$ cat src/rtl/ioport_fifo_peripheral.sv
// ioport_fifo_peripheral: 8088 I/O-mapped slave with a TX FIFO and an RX holding register
module ioport_fifo_peripheral #(
  parameter logic [15:0] BASE_ADDR = 16'h0060,
  parameter int          DEPTH     = 8,
  parameter logic        IO_SPACE  = 1'b1
) (
  input  logic       CLK,
  input  logic       RESET,
  input  logic       ALE,
  input  logic       IOM,
  input  logic       RD,
  input  logic       WR,
  input  logic       DEN,
  input  logic [11:0] A,
  input  logic [7:0] AD,
  output logic [7:0] DOUT,
  output logic       OE,
  output logic [7:0] tx_data,
  output logic       tx_valid,
  input  logic       tx_ready,
  input  logic [7:0] rx_data,
  input  logic       rx_valid,
  output logic       rx_ready
);
  localparam int PW = $clog2(DEPTH);
  typedef enum logic [1:0] {IDLE, ADDR, READ, WRITE} state_t;
  state_t        state_q, state_d;
  logic [15:0]   addr_q, addr_d;
  logic          iom_q, iom_d, oe_q, oe_d, rx_full_q, rx_full_d, ovf_q, ovf_d;
  logic [7:0]    dout_q, dout_d, wdata_q, wdata_d, rx_hold_q, rx_hold_d;
  logic [PW-1:0] wr_ptr_q, wr_ptr_d, rd_ptr_q, rd_ptr_d;
  logic [4:0]    count_q, count_d;
  logic [7:0]    mem_q [DEPTH];
  logic [7:0]    mem_d [DEPTH];
  logic          hit, sel, full, empty, pop, rd_done, wr_done, push_req, push, flush;
  logic [7:0]    status;
  logic          unused_addr;

  assign unused_addr = ^A[11:8];
  assign hit      = (iom_q == IO_SPACE) && (addr_q[15:1] == BASE_ADDR[15:1]);
  assign sel      = addr_q[0];
  assign full     = count_q == 5'(DEPTH);
  assign empty    = count_q == 5'd0;
  assign status   = {ovf_q, rx_full_q, full, empty, count_q[3:0]};
  assign pop      = !empty && tx_ready;
  assign push_req = wr_done && !sel;
  assign push     = push_req && (!full || pop);
  assign flush    = wr_done && sel && wdata_q[7];

  // bus cycle sequencing; a fresh ALE always restarts the cycle with no side effect
  always_comb begin
    state_d = state_q;
    addr_d  = addr_q;
    iom_d   = iom_q;
    dout_d  = dout_q;
    oe_d    = 1'b0;
    wdata_d = wdata_q;
    rd_done = 1'b0;
    wr_done = 1'b0;
    if (ALE) begin
      state_d = ADDR;
      addr_d  = {A[7:0], AD};
      iom_d   = IOM;
    end else begin
      case (state_q)
        ADDR: state_d = !hit ? IDLE : !RD ? READ : !WR ? WRITE : ADDR;
        READ: begin
          dout_d  = sel ? status : rx_hold_q;
          oe_d    = !RD && !DEN;
          rd_done = RD;
          state_d = RD ? IDLE : READ;
        end
        WRITE: begin
          wdata_d = WR ? wdata_q : AD;
          wr_done = WR;
          state_d = WR ? IDLE : WRITE;
        end
        default: state_d = IDLE;
      endcase
    end
  end

  // TX FIFO, overflow flag and RX holding register updates
  always_comb begin
    mem_d = mem_q;
    if (push) mem_d[wr_ptr_q] = wdata_q;
    wr_ptr_d  = flush ? '0 : wr_ptr_q + PW'(push);
    rd_ptr_d  = flush ? '0 : rd_ptr_q + PW'(pop);
    count_d   = flush ? 5'd0 : count_q + 5'(push) - 5'(pop);
    ovf_d     = (rd_done && sel) ? 1'b0 : ovf_q || (push_req && full && !pop);
    rx_full_d = rx_full_q ? !(rd_done && !sel) : rx_valid;
    rx_hold_d = (!rx_full_q && rx_valid) ? rx_data : rx_hold_q;
  end

  // control state registers with synchronous active-low reset
  always_ff @(posedge CLK) begin
    if (!RESET) begin
      state_q   <= IDLE;
      addr_q    <= '0;
      iom_q     <= 1'b0;
      oe_q      <= 1'b0;
      dout_q    <= '0;
      wdata_q   <= '0;
      wr_ptr_q  <= '0;
      rd_ptr_q  <= '0;
      count_q   <= '0;
      ovf_q     <= 1'b0;
      rx_full_q <= 1'b0;
      rx_hold_q <= '0;
    end else begin
      state_q   <= state_d;
      addr_q    <= addr_d;
      iom_q     <= iom_d;
      oe_q      <= oe_d;
      dout_q    <= dout_d;
      wdata_q   <= wdata_d;
      wr_ptr_q  <= wr_ptr_d;
      rd_ptr_q  <= rd_ptr_d;
      count_q   <= count_d;
      ovf_q     <= ovf_d;
      rx_full_q <= rx_full_d;
      rx_hold_q <= rx_hold_d;
    end
  end

  // FIFO storage needs no reset; occupancy is tracked by count and pointers
  always_ff @(posedge CLK) begin
    mem_q <= mem_d;
  end

  assign DOUT     = dout_q;
  assign OE       = oe_q;
  assign tx_data  = mem_q[rd_ptr_q];
  assign tx_valid = !empty;
  assign rx_ready = !rx_full_q;
endmodule

$ cat config.mk
export PLATFORM = sky130hd
export DESIGN_NAME = ioport_fifo_peripheral
export DESIGN_NICKNAME = d
export VERILOG_FILES = /design/src/rtl/ioport_fifo_peripheral.sv
export SDC_FILE = /design/constraint.sdc
export NUM_CORES = 1
export LEC_CHECK = 0
export ABC_CLOCK_PERIOD_IN_PS = 3000
export CAP_MARGIN = 25
export CORE_UTILIZATION = 50
export DETAILED_ROUTE_END_ITERATION = 10
export HOLD_SLACK_MARGIN = 0.12
export PLACE_DENSITY = 0.73
export SLEW_MARGIN = 25
export SYNTH_ARGS = -nofsm -noshare
export SYNTH_HDL_FRONTEND = slang
export SYNTH_SLANG_ARGS = --single-unit
$ cat constraint.sdc
create_clock -name CLK -period 3 [get_ports CLK]
set_clock_uncertainty 0.1 [all_clocks]
set_input_delay 0.6 -clock CLK [delete_from_list [all_inputs] [get_ports CLK]]
set_output_delay 0.6 -clock CLK [all_outputs]
set_load 0.02 [all_outputs]
== Word-level counts from Yosys, hierarchy flattened ==
Cells that the tools add are included.

* Add/subtract/negate cells: 4
* Reductions and logical operators: 30
* Magnitude comparators: 3
* Muxes and demuxes: 19
* Equality and inequality tests: 5
* Bitwise operators: 6

{| class="wikitable"
|+ Operators with widths
! kind !! count
|-
| bitwise mux 64 bit || 1
|-
| 2-to-1 mux 8 bit || 4
|-
| binary-select mux 8 bit (select 3 bit) || 1
|-
| demux 8 bit (select 3 bit) || 1
|-
| == test 15 x 6 -> 1 bit (second input constant) || 1
|-
| logical AND 1 bit || 13
|-
| 2-to-1 mux 2 bit || 5
|-
| >= comparator 4 bit (second input constant) || 2
|-
| zero test 1 bit || 8
|-
| inverter 3 -> 4 bit || 2
|-
| adder 3 x 1 -> 3 bit || 2
|-
| 2-to-1 mux 1 bit || 6
|-
| one-hot mux 2 bit (3 select lines) || 1
|-
| OR reduction 2 bit || 3
|-
| adder 5 x 1 -> 5 bit || 1
|-
| == test 5 x 4 -> 1 bit (second input constant) || 1
|-
| zero test 5 bit || 1
|-
| subtractor 5 x 1 -> 5 bit || 1
|-
| == test 2 bit (second input constant) || 2
|-
| less-than comparator 4 x 1 -> 1 bit (second input constant) || 1
|-
| inverter 1 bit || 4
|-
| AND reduction 3 bit || 1
|-
| OR reduction 3 bit || 1
|-
| == test 2 x 1 -> 1 bit (second input constant) || 1
|-
| other kinds (2) || 3
|}

* Word-level logic and storage cells: 88
* Output and inout bits: 19
* Register bits: 121

== Logic depth before layout (Yosys ltp) ==
* Depth after elaboration: 7
* Gate-level depth with buffers: 13
* Depth with buffers taken out: 13

== Worst setup path after synthesis ==
OpenSTA, ideal clock, no wires.

* Path kind: input -> register
* Start: input ALE
* End: register count_q[4]
* Stages on the path: 11
* Required time: 2828 ps
* Path slack: 94 ps
* Arrival time: 2733 ps
* Cell sequence: nand4b_2 a211oi_4 inv_2 ha_1 inv_1 ha_1 fa_1 a21oi_1 nor2_1 or3_1 a21oi_1

* Cells in the longest elaborated chain, start to end: 5

{| class="wikitable"
|+ RTL lines
! element !! RTL line !! text
|-
| start, declared || 9 || <nowiki>input logic ALE,</nowiki>
|-
| 2-to-1 mux 1 bit (*) || 60 || <nowiki>if (ALE) begin</nowiki>
|-
| logical AND 1 bit || 46 || <nowiki>assign push_req = wr_done && !sel;</nowiki>
|-
| logical AND 1 bit || 47 || <nowiki>assign push = push_req && (!full || pop);</nowiki>
|-
| adder 5 x 1 -> 5 bit || 89 || <nowiki>count_d = flush ? 5'd0 : count_q + 5'(push) - 5'(pop);</nowiki>
|-
| subtractor 5 x 1 -> 5 bit || 89 ||
|-
| end signal, assigned || 119 || <nowiki>count_q <= count_d;</nowiki>
|-
| end, declared || 32 || <nowiki>logic [4:0] count_q, count_d;</nowiki>
|}

Mark *: on every way between the ends. The rest lies on a longest branch, timed or not.
A chain may end at the register's enable or synchronous reset.

== Worst setup path in the final report ==
* Start: register rd_ptr_q[0]
* End: output tx_data[4]

* Cells in the longest elaborated chain, start to end: 4

{| class="wikitable"
|+ RTL lines
! element !! RTL line !! text
|-
| start, declared || 31 || <nowiki>logic [PW-1:0] wr_ptr_q, wr_ptr_d, rd_ptr_q, rd_ptr_d;</nowiki>
|-
| start signal, assigned || 118 || <nowiki>rd_ptr_q <= rd_ptr_d;</nowiki>
|-
| inverter 3 -> 4 bit (implied by the code) || 133 || <nowiki>assign tx_data = mem_q[rd_ptr_q];</nowiki>
|-
| binary-select mux 8 bit (select 3 bit) || 133 ||
|-
| 2-to-1 mux 8 bit (implied by the code) (2 in series) || 133 ||
|-
| end, declared || 18 || <nowiki>output logic [7:0] tx_data,</nowiki>
|}

No other way between the ends. The select of a mux whose other input is x is not followed.

==> impl_metrics.yaml <==
clock_tree:
  clock_latency_ns: 0.52
  cts_tree: "built"
  ctsHtreeMaxLevel: 4
  numCtsBuffers: 17
  holdBufCountCts: 0
  cts_root_buf: "clkbuf_8"
  clk_path_buf_depth: 2
  clk_pin_slew_ns: 0.06
  cts_num_sinks: 121
critical_path:
  reg2reg_from: "count_q[2]"
  cp_data_arrival_time_ns: 2.23
  rrSetupSlack_ns: 0.15
  critPathSlowestCell: "mux4_2"
  cp_num_buf_inv: 3
  startpoint: "rd_ptr_q[0]"
  crit_path_end_kind: "output pin"
  crit_path_start_kind: "flip-flop"
  path_max_fanout: 11
  reg2regPathDepth: 13
  critPathMaxStageDelay_ns: 0.52
  path_cells: "buf_12, buf_4, mux4_2, mux2_2, clkdlybuf4s15_2"
  crit_family: "multiplexers"
  cp.depth: 5
  required_ns: 2.30
  path_class: "reg2out"
detailed_routing:
  viasPerCell: 5.21
  vias: 3019
  ant_nets: 0
  drt_iter0_markers: 106
  wl_mm: 9.71
  drc: 0
  firstDrtPassIters: 4
  routedWlPerCell_um: 16.8
synthesis:
  syn_nets: 400
  yosysWarnings: 0
  ys_seq_area_share_pct: 61.1
  avgSynthCellArea_um2: 14.3
  synth_cells: 351
  synth_top_area_share_pct: 38.3
  netlist_area_um2: 5010
  ys_async_sr_fraction_pct: 0
  synth_top_cell_by_area: "edfxtp_1"
  synth_enable_flop_cells: 64
  synth_flop_cell: "edfxtp_1"
  ys_ff_latch: 121
  ys_types: 45
  synthTopCellsByArea: "edfxtp_1 (38%), dfxtp_1 (23%), mux2i_1 (6.4%), mux4_2 (4.5%), nor2b_1 (3.6%)"
die:
  initial_core_util_pct: 51.5
  die_x_um: 102
  dieArea_um2: 10400
  core_area_um2: 9730
  num_rows: 36
  io_pins: 56
  die_h_um: 102
timing:
  slew_headroom_pct: 52.4
  fin_crit_ns: 2.93
  clock.fmax_ghz: 0.341
  min_period_over_period_pct: 97.7
  hold_viol: 0
  final_max_slew_viol_count: 0
  setup_viol: 0
  rsz0062_at_grt: "false"
  holdWs_ns: 0.365
  fin_ws_ns: 0.0682
  worst-slew-pin-transition_ns: 0.706
finish:
  antenna_cells: 0
  final_cell_count_no_fill: 579
  fillers: 756
  stdcell_area_um2: 6390
  areaGrowthSynthToFinish_pct: 27.3
  multiInputGateArea_um2: 1850
  layout.nets: 482
  layout-drive-gt1-share_pct: 22.4
  seqCellArea_um2: 3070
run_status:
  status: "complete, no violations"
placed_design:
  place_ws_ns: -0.451
  io_buffer_count: 51
  dpl.hpwl_mm: 6.28
  place_congestion: 0.788
  place_inst: 541
  dpl_cell_area_um2: 5790
power_and_ir_drop:
  total_power_mw: 4.55
  ir_drop_mv: 0.455
  p_per_area_nw_per_um2: 712
  leakagePower_nw: 2.26
worst_hold_path:
  min_path_cells: 2
  hold_start: "rx_hold_q[1]"
  hold_class: "reg2reg"
grt:
  grt_max_degree: 22
  overflow: 0
  grt_util_all_layers_pct: 20.4
  grt_pass1_vias: 3007
  antenna_found_initial: 0
  grt_first_pass_wirelength_mm: 15.3
job:
  cap_violations: 0
cell usage in the layout, fill, tap and decap left out, types with 3 or more instances in the layout:
cell type        instances
a21boi_0                 9
a21oi_1                  3
and2_1                   7
buf_2                    3
buf_4                   28
clkbuf_16               16
clkdlybuf4s50_1         43
clkinv_4                 3
clkinvlp_4               3
dfxtp_1                 54
dfxtp_2                  3
dlygate4sd2_1            4
edfxtp_1                64
ha_1                    11
inv_1                    6
inv_6                    6
mux2_2                   8
mux2i_1                 32
mux4_1                   5
mux4_2                  11
nand2_1                 30
nor2_1                   9
nor2b_1                 29
nor3_1                   4
nor4_1                   3
o211a_1                  7
o21ai_0                  6
xnor2_1                  4
Yosys cell counts (6+ instances only):
cell	number
mux2_2	8
nand2_1	30
o21ai_0	6
nor2b_1	29
mux2i_1	32
dfxtp_1	57
a21boi_0	9
mux4_2	10
mux4_1	6
o211a_1	7
inv_1	6
and2_1	7
edfxtp_1	64
ha_1	11
clkbuf_1	7
nor2_1	9
kinds of logic (layout without fill, tap and decap cells):
kind of cell    Yosys count  in the layout  share of synthesized area (%)
buf+inv                  24            119                           2.30
simple gates            100            100                           11.8
xor+xnor                  5              5                          0.873
compound gates           33             33                           5.04
flops                   121            121                           61.1
fa+ha+maj                12             12                           3.14
mux                      56             56                           15.8
routing by layer:
| layer | part of all wire [%] | vias up | GRT usage (%) |
|---|---|---|---|
| li1 | - | 1465 | - |
| met5 | 0 | - | 0 |
| met1 | 44 | 1469 | 25.4 |
| met3 | 4.1 | 15 | 6.57 |
| met2 | 50 | 70 | 33.2 |
| met4 | 1.5 | 0 | 7.80 |
flip-flops by register name, indices dropped and copies added, names as in the netlist:
signal and count:
rd_ptr_q 3, mem_q 64, rx_full_q 1, wr_ptr_q 3
OE 1, wdata_q 8, addr_q 16, rx_hold_q 8
iom_q 1, count_q 5, ovf_q 1, DOUT 8
state_q 2
tightest hold or removal path, delay by kind of cell (launching register included):
| kind | cells | cell delay, ns |
|---|---|---|
| compound gates | 1 | 0.06 |
| flops | 1 | 0.31 |
| simple gates | 1 | 0.05 |
stage by stage:
| step | utilization [%] | TNS (ns) |
|---|---|---|
| after global placement | 59.5 | -0.388 |
| final | 65.6 | 0 |
| after global routing | 65.6 | 0 |
| after CTS | 65.4 | 0 |
| after detailed placement | 59.5 | -0.544 |
| after floorplan | - | 0 |
final cells by class:
cell class | instances | share of cell area, %
multi-input cells | 206 | 29.0
clock inverters | 15 | 2.19
flip-flops and latches | 121 | 48.0
well taps | 133 | 2.61
inverters | 7 | 0.411
repair buffers | 80 | 11.3
clock buffers | 17 | 6.49
timing repair:
item / CTS / global route
setup endpoints to repair: 9 / 5
setup buffers: 3 / 3
hold endpoints to repair: 0 / 0
gates resized for setup: 20 / 7
pin swaps: 0 / 2
report_power, final:
part | internal (mW) | switching (mW)
Clock | 1.11 | 0.765
Sequential | 1.79 | 0.0659
Combinational | 0.443 | 0.368
worst paths after layout:
| path | endpoint |
|---|---|
| max | tx_data[4] |
| min | rx_hold_q[1] |
| max reg2reg | count_q[4] |
| min reg2reg | rx_hold_q[1] |
Power figures use the tool's default switching activity.
